--- src/rtl/alu_pkg.sv ---
// Shared definitions for the ALU operation decoder and the iterative multiply/divide unit.
package alu_pkg;

    // ALU operation codes (low four bits of Operation)
    localparam logic [3:0] OP_AND  = 4'b0000;
    localparam logic [3:0] OP_OR   = 4'b0001;
    localparam logic [3:0] OP_ADD  = 4'b0010;
    localparam logic [3:0] OP_SUB  = 4'b0011;
    localparam logic [3:0] OP_XOR  = 4'b0100;  // also BNE
    localparam logic [3:0] OP_SLT  = 4'b0101;
    localparam logic [3:0] OP_LUI  = 4'b0110;
    localparam logic [3:0] OP_SRL  = 4'b0111;
    localparam logic [3:0] OP_BEQ  = 4'b1000;
    localparam logic [3:0] OP_SLL  = 4'b1001;
    localparam logic [3:0] OP_SRA  = 4'b1010;
    localparam logic [3:0] OP_BGEU = 4'b1011;
    localparam logic [3:0] OP_BLT  = 4'b1100;
    localparam logic [3:0] OP_SLTU = 4'b1101;  // also BLTU
    localparam logic [3:0] OP_BGE  = 4'b1111;

    localparam logic [3:0] OP_BNE  = OP_XOR;
    localparam logic [3:0] OP_BLTU = OP_SLTU;

    // Funct7 patterns of interest
    localparam logic [6:0] FUNCT7_BASE   = 7'b0000000;
    localparam logic [6:0] FUNCT7_ALT    = 7'b0100000;
    localparam logic [6:0] FUNCT7_MULDIV = 7'b0000001;

    // Main-decoder ALUOp field
    typedef enum logic [1:0] {
        AluOpMem    = 2'b00,
        AluOpBranch = 2'b01,
        AluOpReg    = 2'b10,
        AluOpJump   = 2'b11
    } aluop_e;

    // Multiply/divide sequencer states
    typedef enum logic [1:0] {
        MduIdle = 2'b00,
        MduCalc = 2'b01,
        MduDone = 2'b10
    } mdu_state_t;

endpackage

--- src/rtl/alu_mdu_controller_if.sv ---
// EX-stage bundle between the pipeline and the ALU/MDU controller.
interface alu_mdu_controller_if #(
    parameter int unsigned XLEN = 32,
    parameter int unsigned OPW  = 4
);
    logic            valid_i;
    logic            is_imm;
    logic [1:0]      ALUOp;
    logic [6:0]      Funct7;
    logic [2:0]      Funct3;
    logic [XLEN-1:0] srcA;
    logic [XLEN-1:0] srcB;
    logic            flush_i;
    logic [OPW-1:0]  Operation;
    logic            use_mdu;
    logic            stall_o;
    logic [XLEN-1:0] mdu_result;
    logic            mdu_done;

    // Pipeline side
    modport master (
        output valid_i, is_imm, ALUOp, Funct7, Funct3, srcA, srcB, flush_i,
        input  Operation, use_mdu, stall_o, mdu_result, mdu_done
    );

    // Controller side
    modport slave (
        input  valid_i, is_imm, ALUOp, Funct7, Funct3, srcA, srcB, flush_i,
        output Operation, use_mdu, stall_o, mdu_result, mdu_done
    );
endinterface

--- src/rtl/mdu_iter.sv ---
// Iterative RV32M multiply/divide unit: one radix-2 step per cycle with sign fix-up at the end.
module mdu_iter
    import alu_pkg::*;
#(
    parameter int unsigned XLEN = 32
) (
    input  logic            clk,
    input  logic            rst_n,
    input  logic            start,
    input  logic            flush,
    input  logic [2:0]      funct3,
    input  logic [XLEN-1:0] src_a,
    input  logic [XLEN-1:0] src_b,
    output logic            stall,
    output logic [XLEN-1:0] result,
    output logic            done
);
    localparam int unsigned CNTW = $clog2(XLEN) + 1;
    localparam logic [XLEN-1:0] MIN_NEG = {1'b1, {(XLEN-1){1'b0}}};

    mdu_state_t      state_q, state_d;
    logic [CNTW-1:0] cnt_q, cnt_d;
    logic [XLEN-1:0] acc_q, acc_d;     // partial product high half / partial remainder
    logic [XLEN-1:0] q_q, q_d;         // multiplier / dividend shifting into quotient
    logic [XLEN-1:0] b_q, b_d;         // multiplicand / divisor magnitude
    logic            neg_q, neg_d;     // final result must be negated
    logic [2:0]      f3_q, f3_d;
    logic [XLEN-1:0] result_q, result_d;

    logic            a_signed, b_signed, sign_a, sign_b;
    logic            is_div, div_zero, div_ovf;
    logic [XLEN-1:0] a_mag, b_mag, fast_res;

    logic [XLEN:0]     mul_sum, div_shift, div_diff;
    logic [XLEN-1:0]   acc_step, q_step, quo, rem, final_res;
    logic [2*XLEN-1:0] prod, prod_s;

    // Operand preparation and the special cases that bypass iteration
    always_comb begin
        a_signed = (funct3 != 3'b011) && (funct3 != 3'b101) && (funct3 != 3'b111);
        b_signed = a_signed && (funct3 != 3'b010);
        sign_a   = a_signed && src_a[XLEN-1];
        sign_b   = b_signed && src_b[XLEN-1];
        a_mag    = sign_a ? -src_a : src_a;
        b_mag    = sign_b ? -src_b : src_b;
        is_div   = funct3[2];
        div_zero = is_div && (src_b == '0);
        div_ovf  = is_div && !funct3[0] && (src_a == MIN_NEG) && (src_b == '1);
        // funct3[1] separates REM* from DIV* within the divide group
        if (funct3[1]) begin
            fast_res = div_zero ? src_a : '0;
        end else begin
            fast_res = div_zero ? '1 : src_a;
        end
    end

    // One shift-add or restoring-subtract step, plus the sign-corrected result of that step
    always_comb begin
        mul_sum   = {1'b0, acc_q} + (q_q[0] ? {1'b0, b_q} : '0);
        div_shift = {acc_q, q_q[XLEN-1]};
        div_diff  = div_shift - {1'b0, b_q};
        if (f3_q[2]) begin
            // Partial remainder stays below the divisor, so bit XLEN is a clean borrow flag
            if (!div_diff[XLEN]) begin
                acc_step = div_diff[XLEN-1:0];
                q_step   = {q_q[XLEN-2:0], 1'b1};
            end else begin
                acc_step = div_shift[XLEN-1:0];
                q_step   = {q_q[XLEN-2:0], 1'b0};
            end
        end else begin
            acc_step = mul_sum[XLEN:1];
            q_step   = {mul_sum[0], q_q[XLEN-1:1]};
        end
        prod   = {acc_step, q_step};
        prod_s = neg_q ? -prod : prod;
        quo    = neg_q ? -q_step : q_step;
        rem    = neg_q ? -acc_step : acc_step;
        if (f3_q[2]) begin
            final_res = f3_q[1] ? rem : quo;
        end else if (f3_q == 3'b000) begin
            final_res = prod_s[XLEN-1:0];
        end else begin
            final_res = prod_s[2*XLEN-1:XLEN];
        end
    end

    // Sequencer next-state and outputs
    always_comb begin
        state_d  = state_q;
        cnt_d    = cnt_q;
        acc_d    = acc_q;
        q_d      = q_q;
        b_d      = b_q;
        neg_d    = neg_q;
        f3_d     = f3_q;
        result_d = result_q;
        unique case (state_q)
            MduIdle: begin
                if (start && !flush) begin
                    if (div_zero || div_ovf) begin
                        result_d = fast_res;
                        state_d  = MduDone;
                    end else begin
                        acc_d   = '0;
                        q_d     = a_mag;
                        b_d     = b_mag;
                        // Remainder follows the dividend; everything else follows sign(a)^sign(b)
                        neg_d   = (funct3[2] && funct3[1]) ? sign_a : (sign_a ^ sign_b);
                        f3_d    = funct3;
                        cnt_d   = CNTW'(XLEN);
                        state_d = MduCalc;
                    end
                end
            end
            MduCalc: begin
                if (flush) begin
                    cnt_d   = '0;
                    state_d = MduIdle;
                end else begin
                    acc_d = acc_step;
                    q_d   = q_step;
                    cnt_d = cnt_q - CNTW'(1);
                    if (cnt_q == CNTW'(1)) begin
                        result_d = final_res;
                        state_d  = MduDone;
                    end
                end
            end
            MduDone: begin
                state_d = MduIdle;
            end
            default: begin
                state_d = MduIdle;
            end
        endcase
    end

    // State and datapath registers
    always_ff @(posedge clk or negedge rst_n) begin
        if (!rst_n) begin
            state_q  <= MduIdle;
            cnt_q    <= '0;
            acc_q    <= '0;
            q_q      <= '0;
            b_q      <= '0;
            neg_q    <= 1'b0;
            f3_q     <= '0;
            result_q <= '0;
        end else begin
            state_q  <= state_d;
            cnt_q    <= cnt_d;
            acc_q    <= acc_d;
            q_q      <= q_d;
            b_q      <= b_d;
            neg_q    <= neg_d;
            f3_q     <= f3_d;
            result_q <= result_d;
        end
    end

    // rst_n gates stall so a held M-op cannot stall the pipe while reset is asserted
    always_comb begin
        stall  = rst_n && (((state_q == MduIdle) && start && !flush) || (state_q == MduCalc));
        done   = (state_q == MduDone) && !flush;
        result = result_q;
    end

endmodule

--- src/rtl/alu_mdu_controller.sv ---
// EX-stage ALU operation decoder with an attached iterative multiply/divide unit.
module alu_mdu_controller
    import alu_pkg::*;
#(
    parameter int unsigned XLEN = 32,
    parameter int unsigned OPW  = 4
) (
    input logic                 clk,
    input logic                 rst_n,
    alu_mdu_controller_if.slave bus
);
    logic [3:0] op_code;
    logic       is_mdu;
    logic       mdu_stall;
    logic       mdu_done;
    logic [XLEN-1:0] mdu_result;

    // Decode ALUOp/Funct7/Funct3 into an ALU operation; M-extension ops park the ALU on ADD
    always_comb begin
        is_mdu  = bus.valid_i && (bus.ALUOp == AluOpReg) && !bus.is_imm &&
                  (bus.Funct7 == FUNCT7_MULDIV);
        op_code = OP_ADD;
        unique case (aluop_e'(bus.ALUOp))
            AluOpMem:  op_code = OP_ADD;
            AluOpJump: op_code = OP_LUI;
            AluOpBranch: begin
                unique case (bus.Funct3)
                    3'b000:  op_code = OP_BEQ;
                    3'b001:  op_code = OP_BNE;
                    3'b100:  op_code = OP_BLT;
                    3'b101:  op_code = OP_BGE;
                    3'b110:  op_code = OP_BLTU;
                    3'b111:  op_code = OP_BGEU;
                    default: op_code = OP_ADD;
                endcase
            end
            AluOpReg: begin
                if (is_mdu) begin
                    op_code = OP_ADD;
                end else begin
                    unique case (bus.Funct3)
                        // Immediate bits sit in Funct7 for ADDI, so only R-type may subtract
                        3'b000: op_code = (!bus.is_imm && bus.Funct7 == FUNCT7_ALT) ? OP_SUB
                                                                                    : OP_ADD;
                        3'b001: op_code = OP_SLL;
                        3'b010: op_code = OP_SLT;
                        3'b011: op_code = OP_SLTU;
                        3'b100: op_code = OP_XOR;
                        3'b101: op_code = (bus.Funct7 == FUNCT7_ALT) ? OP_SRA : OP_SRL;
                        3'b110: op_code = OP_OR;
                        3'b111: op_code = OP_AND;
                        default: op_code = OP_ADD;
                    endcase
                end
            end
            default: op_code = OP_ADD;
        endcase
    end

    mdu_iter #(
        .XLEN (XLEN)
    ) u_mdu_iter (
        .clk    (clk),
        .rst_n  (rst_n),
        .start  (is_mdu),
        .flush  (bus.flush_i),
        .funct3 (bus.Funct3),
        .src_a  (bus.srcA),
        .src_b  (bus.srcB),
        .stall  (mdu_stall),
        .result (mdu_result),
        .done   (mdu_done)
    );

    // Drive the bundle outputs
    always_comb begin
        bus.Operation  = OPW'(op_code);
        bus.use_mdu    = is_mdu;
        bus.stall_o    = mdu_stall;
        bus.mdu_result = mdu_result;
        bus.mdu_done   = mdu_done;
    end

endmodule

--- src/flat_wrapper.sv ---
// flat-port wrapper written by rule: the top's interface ports become plain ports
module alu_mdu_controller_flat import alu_pkg::*;
#(
    parameter int unsigned XLEN = 32,
    parameter int unsigned OPW  = 4
)
  (clk, rst_n, bus_valid_i, bus_is_imm, bus_ALUOp, bus_Funct7, bus_Funct3, bus_srcA, bus_srcB, bus_flush_i, bus_Operation, bus_use_mdu, bus_stall_o, bus_mdu_result, bus_mdu_done);
  alu_mdu_controller_if #(.XLEN(XLEN), .OPW(OPW)) bus_i ();
  input logic clk;
  input logic rst_n;
  input wire logic [$bits(bus_i.valid_i)-1:0] bus_valid_i;
  input wire logic [$bits(bus_i.is_imm)-1:0] bus_is_imm;
  input wire logic [$bits(bus_i.ALUOp)-1:0] bus_ALUOp;
  input wire logic [$bits(bus_i.Funct7)-1:0] bus_Funct7;
  input wire logic [$bits(bus_i.Funct3)-1:0] bus_Funct3;
  input wire logic [$bits(bus_i.srcA)-1:0] bus_srcA;
  input wire logic [$bits(bus_i.srcB)-1:0] bus_srcB;
  input wire logic [$bits(bus_i.flush_i)-1:0] bus_flush_i;
  output wire logic [$bits(bus_i.Operation)-1:0] bus_Operation;
  output wire logic [$bits(bus_i.use_mdu)-1:0] bus_use_mdu;
  output wire logic [$bits(bus_i.stall_o)-1:0] bus_stall_o;
  output wire logic [$bits(bus_i.mdu_result)-1:0] bus_mdu_result;
  output wire logic [$bits(bus_i.mdu_done)-1:0] bus_mdu_done;
  assign bus_i.valid_i = bus_valid_i;
  assign bus_i.is_imm = bus_is_imm;
  assign bus_i.ALUOp = bus_ALUOp;
  assign bus_i.Funct7 = bus_Funct7;
  assign bus_i.Funct3 = bus_Funct3;
  assign bus_i.srcA = bus_srcA;
  assign bus_i.srcB = bus_srcB;
  assign bus_i.flush_i = bus_flush_i;
  assign bus_Operation = bus_i.Operation;
  assign bus_use_mdu = bus_i.use_mdu;
  assign bus_stall_o = bus_i.stall_o;
  assign bus_mdu_result = bus_i.mdu_result;
  assign bus_mdu_done = bus_i.mdu_done;
  alu_mdu_controller #(.XLEN(XLEN), .OPW(OPW)) u_core (.clk(clk), .rst_n(rst_n), .bus(bus_i));
endmodule
--- config.mk ---
export PLATFORM = sky130hd
export DESIGN_NAME = alu_mdu_controller_flat
export DESIGN_NICKNAME = d
export VERILOG_FILES = /design/src/rtl/alu_pkg.sv /design/src/rtl/alu_mdu_controller_if.sv /design/src/rtl/mdu_iter.sv /design/src/rtl/alu_mdu_controller.sv /design/src/flat_wrapper.sv
export SDC_FILE = /design/constraint.sdc
export NUM_CORES = 1
export LEC_CHECK = 0
export CAP_MARGIN = 20
export CORE_MARGIN = 2
export CORE_UTILIZATION = 40
export CTS_CLUSTER_DIAMETER = 80
export DETAILED_ROUTE_END_ITERATION = 8
export GPL_TIMING_DRIVEN = 0
export PLACE_DENSITY_LB_ADDON = 0.05
export SETUP_SLACK_MARGIN = 0.3
export SLEW_MARGIN = 10
export SYNTH_ARGS = -nofsm -noshare
export SYNTH_HDL_FRONTEND = slang
export SYNTH_HIERARCHICAL = 1
export SYNTH_SLANG_ARGS = --single-unit
--- constraint.sdc ---
create_clock -name clk -period 8.3 [get_ports clk]
set_clock_uncertainty 0.15 [all_clocks]
set_input_delay 2.075 -clock clk [delete_from_list [all_inputs] [get_ports clk]]
set_output_delay 2.075 -clock clk [all_outputs]
set_load 0.01 [all_outputs]
# After elaboration in Yosys (flattened, before gate mapping)
# Cells that the tools add are included.
word_totals:
  ff_bits: 140
  latchBits: 0
  ram_bits: 0
  romBits: 0
  in_bits: 81
  out_inout_bits: 39
  elab_cells: 125
  memories: 0
op_classes:
  add_sub_neg: 8
  mul: 0
  div: 0
  n_lt_le_gt_ge: 0
  n_eq_ne: 27
  shift: 0
  mux: 45
  bitwise_logic: 2
  n_reduce_logical: 35
ops:
  columns: ["op", "n"]
  rows:
  - ["$mux 32", 24]
  - ["$pmux 32 s2", 3]
  - ["$neg 32->32", 4]
  - ["$eq 32x32->1 const B", 2]
  - ["$mux 64", 1]
  - ["$neg 64->64", 1]
  - ["$add 32x32->33", 1]
  - ["$sub 33x32->33", 1]
  - ["$logic_not 32->1", 1]
  - ["$pmux 4 s8", 1]
  - ["$pmux 4 s6", 1]
  - ["$logic_and 1x1->1", 19]
  - ["$mux 6", 3]
  - ["$pmux 4 s4", 1]
  - ["$eq 3x3->1 const B", 4]
  - ["$pmux 6 s2", 1]
  - ["$ne 2x2->1 const B", 5]
  - ["$ne 3x3->1 const B", 3]
  - ["$mux 2", 4]
  - ["$mux 4", 2]
  - ["$eq 7x1->1 const B", 1]
  - ["$eq 7x6->1 const B", 1]
  - ["$eq 2x2->1 const B", 3]
  - ["$eq 3x2->1 const B", 2]
  - ["other kinds (18)", 28]

# Depth between registers and ports, before layout
# Gate-level depths: netlist (run 1).
logic_depth:
  depth_word: 10
  ltp_mapped: 26
  depth_no_buf: 24

# Hierarchy
# The synthesis (run 1) kept the hierarchy.
modules_own_cells:
  columns: ["module", "instances", "cells_per_inst", "area_each_um2", "seq_area_each_um2"]
  rows:
  - ["mdu_iter", 1, 2111, 15721.3, 3503.4]
  - ["alu_mdu_controller", 1, 33, 229.0, 0.0]

# Worst setup path after synthesis (run 1)
# Ideal clock, no wire load.
synth_path:
  kind: "input to output"
  from: "input bus_Funct7[1]"
  to: "output bus_stall_o"
  arrival_time_ps: 3493
  required_ps: 6075
  slack_ps: 2582
  path_stages: 6
  path_buffers: 1
  path_cell_list: "or3_1 -> buf_2 -> nor4_1 -> and2_1 -> a21oi_1 -> nor3b_1"
synth_via:
  elab_chain_cells: 6
synth_lines:
  columns: ["item", "line", "source"]
  rows:
  - ["start: declaration", "flat_wrapper.sv:14", "input wire logic [$bits(bus_i.Funct7)-1:0] bus_Funct7;"]
  - ["$eq 7x1->1", "alu_mdu_controller.sv:21", "(bus.Funct7 == FUNCT7_MULDIV);"]
  - ["$logic_and 1x1->1", "alu_mdu_controller.sv:20", "is_mdu = bus.valid_i && (bus.ALUOp == AluOpReg) && !bus.is_imm &&"]
  - ["via bus_use_mdu", "flat_wrapper.sv:20", "output wire logic [$bits(bus_i.use_mdu)-1:0] bus_use_mdu;"]
  - ["$logic_and 1x1->1 (2 in a row)", "mdu_iter.sv:164", "stall = rst_n && (((state_q == MduIdle) && start && !flush) || (state_q == MduCalc));"]
  - ["$logic_or 1x1->1", "mdu_iter.sv:164", null]
  - ["$logic_and 1x1->1", "mdu_iter.sv:164", null]
  - ["end: declaration", "flat_wrapper.sv:21", "output wire logic [$bits(bus_i.stall_o)-1:0] bus_stall_o;"]
# The timed path passes the listed nets, and every way through them passes these cells.

# Final worst setup path (run 1)
layout_path:
  from: "register u_core.u_mdu_iter.f3_q[2]"
  to: "register u_core.u_mdu_iter.result_q[30], in the netlist u_core/u_mdu_iter/result[30]"
layout_via:
  elab_chain_cells: 8
  word_cells_on_any_way: 15
  classes_between: "add/sub: 3; mux: 11; reduce/logical: 1"
layout_lines:
  columns: ["item", "line", "source"]
  rows:
  - ["start: declaration", "mdu_iter.sv:27", "logic [2:0] f3_q, f3_d;"]
  - ["start signal: assignment", "mdu_iter.sv:148", "f3_q <= '0;"]
  - ["start signal: assignment", "mdu_iter.sv:157", "f3_q <= f3_d;"]
  - ["$mux 32", "mdu_iter.sv:62", "if (f3_q[2]) begin"]
  - ["$neg 64->64, or another cell as far along", "mdu_iter.sv:76", "prod_s = neg_q ? -prod : prod;"]
  - ["$mux 64, or another cell as far along", "mdu_iter.sv:76", null]
  - ["$mux 32 (on tied branches)", "mdu_iter.sv:81, mdu_iter.sv:80", null]
  - ["$mux 32 *", "mdu_iter.sv:79", "if (f3_q[2]) begin"]
  - ["$mux 32 *", "mdu_iter.sv:124", "if (cnt_q == CNTW'(1)) begin"]
  - ["$mux 32 *", "mdu_iter.sv:117", "if (flush) begin"]
  - ["$pmux 32 s2 *", "mdu_iter.sv:98", "unique case (state_q)"]
  - ["end signal: assignment", "mdu_iter.sv:158", "result_q <= result_d;"]
  - ["end: declaration", "mdu_iter.sv:28", "logic [XLEN-1:0] result_q, result_d;"]
# Mark *: on every way between the ends. The rest lies on a longest branch, timed or not. The select of a mux whose other input is x is not followed.
# A chain may end at the register's enable or synchronous reset.

==> flow_summary.yaml, run 1 <==
status:
  status: "finished clean"
worst_hold_path:
  hp-class: "flip-flop to flip-flop"
drt:
  routedWlPerCell_um: 27.9
  ant_nets: 0
  vias_per_cell: 6.46
  vias: 18258
  drtIter0Drc: 2020
  top_layer: "met4"
  drc: 0
  wl_met1_mm: 35.2
  wl_mm: 78.8
  routed-wl-met3_mm: 9.29
  drtPass1Iterations: 7
  dr_wl_met2_mm: 32.1
timing:
  period_share: 0.937
  relSlewSlack: 0.209
  worstMarginPinSlew_ps: 1190
  fin_crit_ps: 7780
  maxSlewViolCount: 0
  achievable-frequency_mhz: 129
  whs_ps: 335
  setup_viol: 0
  rsz0062_at_grt: "no"
  hold_viol: 0
clock_network:
  clkTransAtPathRegs_ps: 70
  root_buffer: "clkbuf_16"
  cts_made_buffers: 17
  cts_tree: "yes"
  cts_buffer_depth: 2
  cts_setup_buffers: 0
  insertion_delay_ps: 490
  htreeDepth: 4
  clkSinkCount: 140
synth:
  ys_seq_area_frac: 0.220
  synth_largest_area_cell: "dfrtp_1"
  synth_edf_count: 0
  synthesis.nets: 2298
  synth_ff_type: "dfrtp_1"
  avgSynthCellArea_um2: 7.44
  synth_cell_types: 106
  yosysWarnings: 6
  synthCells: 2144
  synth_area_um2: 16000
  yosysTopAreaCellShare: 0.220
  async_flop_share: 1.00
  synth.area.top_cells: "dfrtp_1 22%, a21oi_1 6.8%, o21ai_0 6.2%, ha_1 5.6%, nand2_1 5.3%"
  synth.ff_latch_count: 140
power:
  p_leak_nw: 7.99
  power_density_nw_per_um2: 110
  ir_worst_vdd_v: 0.000136
cells_and_area:
  nets: 2442
  layout-drive-gt1-share: 0.0700
  syn_to_final_growth_pct: 15.8
  final_cells: 2827
  final_common_cell: "nand2_1"
  mostFrequentLayoutCells: "226 x nand2_1, 218 x a21oi_1, 218 x nor2_1"
  post-route-util: 0.467
  fillers: 4073
critical_path:
  reg2reg_depth: 19
  cp-endpoint: "u_core/u_mdu_iter/result[30]"
  r2r_start: "u_core/u_mdu_iter/f3_q[2]"
  crit_type: "flip-flop to flip-flop"
  r2r_setup_slack_ps: 520
  reg2reg_to: "u_core/u_mdu_iter/result[30]"
  cp.arrival_ps: 7970
  cp-end-kind: "flip-flop"
  startpoint_type: "flip-flop"
  startpoint: "u_core/u_mdu_iter/f3_q[2]"
  required_ps: 8490
  worst-path-max-fanout: 10
placed_design:
  io_buffers: 119
  place_hpwl_mm: 63.7
  placed_cells_incl_taps: 2794
  gp_congestion: 1.00
floorplan:
  start_util: 0.403
  rows: 73
  die_x_um: 204
  core_um2: 39500
  die_y_um: 204
  io_pins: 120
  dieArea_um2: 41500
global_routing:
  grt_antenna_before_repair: 1
  grt_usage: 0.379
  grt_max_degree: 73
  grt_pass1_vias: 17060
  overflow: 0
  grt_pass1_wl_mm: 115
run:
  drv_cap: 0
==> repair_timing <==
| action | in CTS | in global routing |
|---|---|---|
| resized for setup | 0 | 4 |
| endpoints found under the setup margin | 0 | 1 |
| endpoints found under the hold margin | 0 | 0 |
| hold buffers | 0 | 0 |
==> sequential cells by signal (all words and copies together), names as in the netlist <==
signal	cells
u_core/u_mdu_iter/acc_q	32
u_core/u_mdu_iter/b_q	32
u_core/u_mdu_iter/q_q	32
u_core/u_mdu_iter/result	32
u_core/u_mdu_iter/cnt_q	6
u_core/u_mdu_iter/f3_q	3
u_core/u_mdu_iter/state_q	2
u_core/u_mdu_iter/neg_q	1
==> layer usage <==
metal	GRT usage	vias up
met5	0	-
met4	0.115	0
met3	0.113	130
met2	0.538	1013
met1	0.545	8957
li1	-	8158
==> through the flow <==
step                TNS, ps  area, um2  worst slack [ps]  power (mW)
floorplan                 0      16000              2580        1.01
global placement    -196840      17800             -2710        1.24
detailed placement        0      17900               472        1.24
CTS                       0      18500               428        2.03
global route              0      18500               508        2.10
finish                    0      18500               520        2.04
==> worst min-delay path by stage <==
stage / startpoint / to / slack, ps / cells past startpoint
floorplan: u_core/u_mdu_iter/b_q[31] / u_core/u_mdu_iter/b_q[31] / 310 / 2
global placement: u_core/u_mdu_iter/result[3] / u_core/u_mdu_iter/result[3] / 320 / 2
detailed placement: u_core/u_mdu_iter/result[3] / u_core/u_mdu_iter/result[3] / 320 / 2
CTS: u_core/u_mdu_iter/result[3] / u_core/u_mdu_iter/result[3] / 340 / 2
global route: u_core/u_mdu_iter/result[3] / u_core/u_mdu_iter/result[3] / 380 / 2
finish: u_core/u_mdu_iter/result[3] / u_core/u_mdu_iter/result[3] / 340 / 2
==> worst max-delay path, cell delays in order (launching register included) <==
cell and delay (ps):
dfrtp_1 330, buf_2 280, buf_2 390, clkbuf_2 480, buf_4 340, buf_2 320, buf_4 280, clkbuf_1 530
clkdlybuf4s15_1 790, a31oi_1 350, inv_1 170, ha_1 210, inv_1 120, a2111o_1 370, a2111oi_4 720, nand3b_1 310
or3_1 410, o21a_1 180, o41ai_1 760, o21ai_1 110
==> logic make-up after synthesis <==
logic type | count (synthesis) | synth area share
xor+xnor | 161 | 0.0884
buf+inv | 196 | 0.0528
fa+ha+maj | 73 | 0.0582
compound gates | 757 | 0.313
flops | 140 | 0.220
simple gates | 766 | 0.235
mux | 51 | 0.0329
==> Yosys cell counts (49+ instances only) <==
cell type  instances
nand2_1          226
a21oi_1          218
nor2_1           218
o21ai_0          199
dfrtp_1          140
xnor2_1           89
clkbuf_1          79
inv_1             73
xor2_1            72
ha_1              71
nor3_1            50
and2_1            49
==> where the power goes <==
group          switching, mW  total [mW]  internal, mW
logic                  0.354       0.555         0.201
clock network          0.342       0.791         0.450
registers            0.00599       0.694         0.688
==> final cells by class <==
| type | instances | area [um2] | share of cell area |
|---|---|---|---|
| multi-input cells | 1808 | 11600 | 0.629 |
| inverters | 73 | 274 | 0.0148 |
| repair buffers | 125 | 1260 | 0.0680 |
| clock buffers | 23 | 498 | 0.0270 |
| well taps | 525 | 657 | 0.0356 |
| diodes | 1 | 2.50 | 0.000135 |
| flip-flops and latches | 140 | 3500 | 0.190 |
| clock inverters | 9 | 86.3 | 0.00467 |
| plain buffers | 123 | 576 | 0.0312 |
Power figures use the tool's default switching activity.
==> run 2: changes to the inputs <==
--- a/config.mk
+++ b/config.mk
@@ -18,3 +18,4 @@
 export SYNTH_HDL_FRONTEND = slang
 export SYNTH_HIERARCHICAL = 1
 export SYNTH_SLANG_ARGS = --single-unit
+export TNS_END_PERCENT = 20
==> results of run 2 <==
The final DEF is identical to that of run 1; final timing and power are the same.
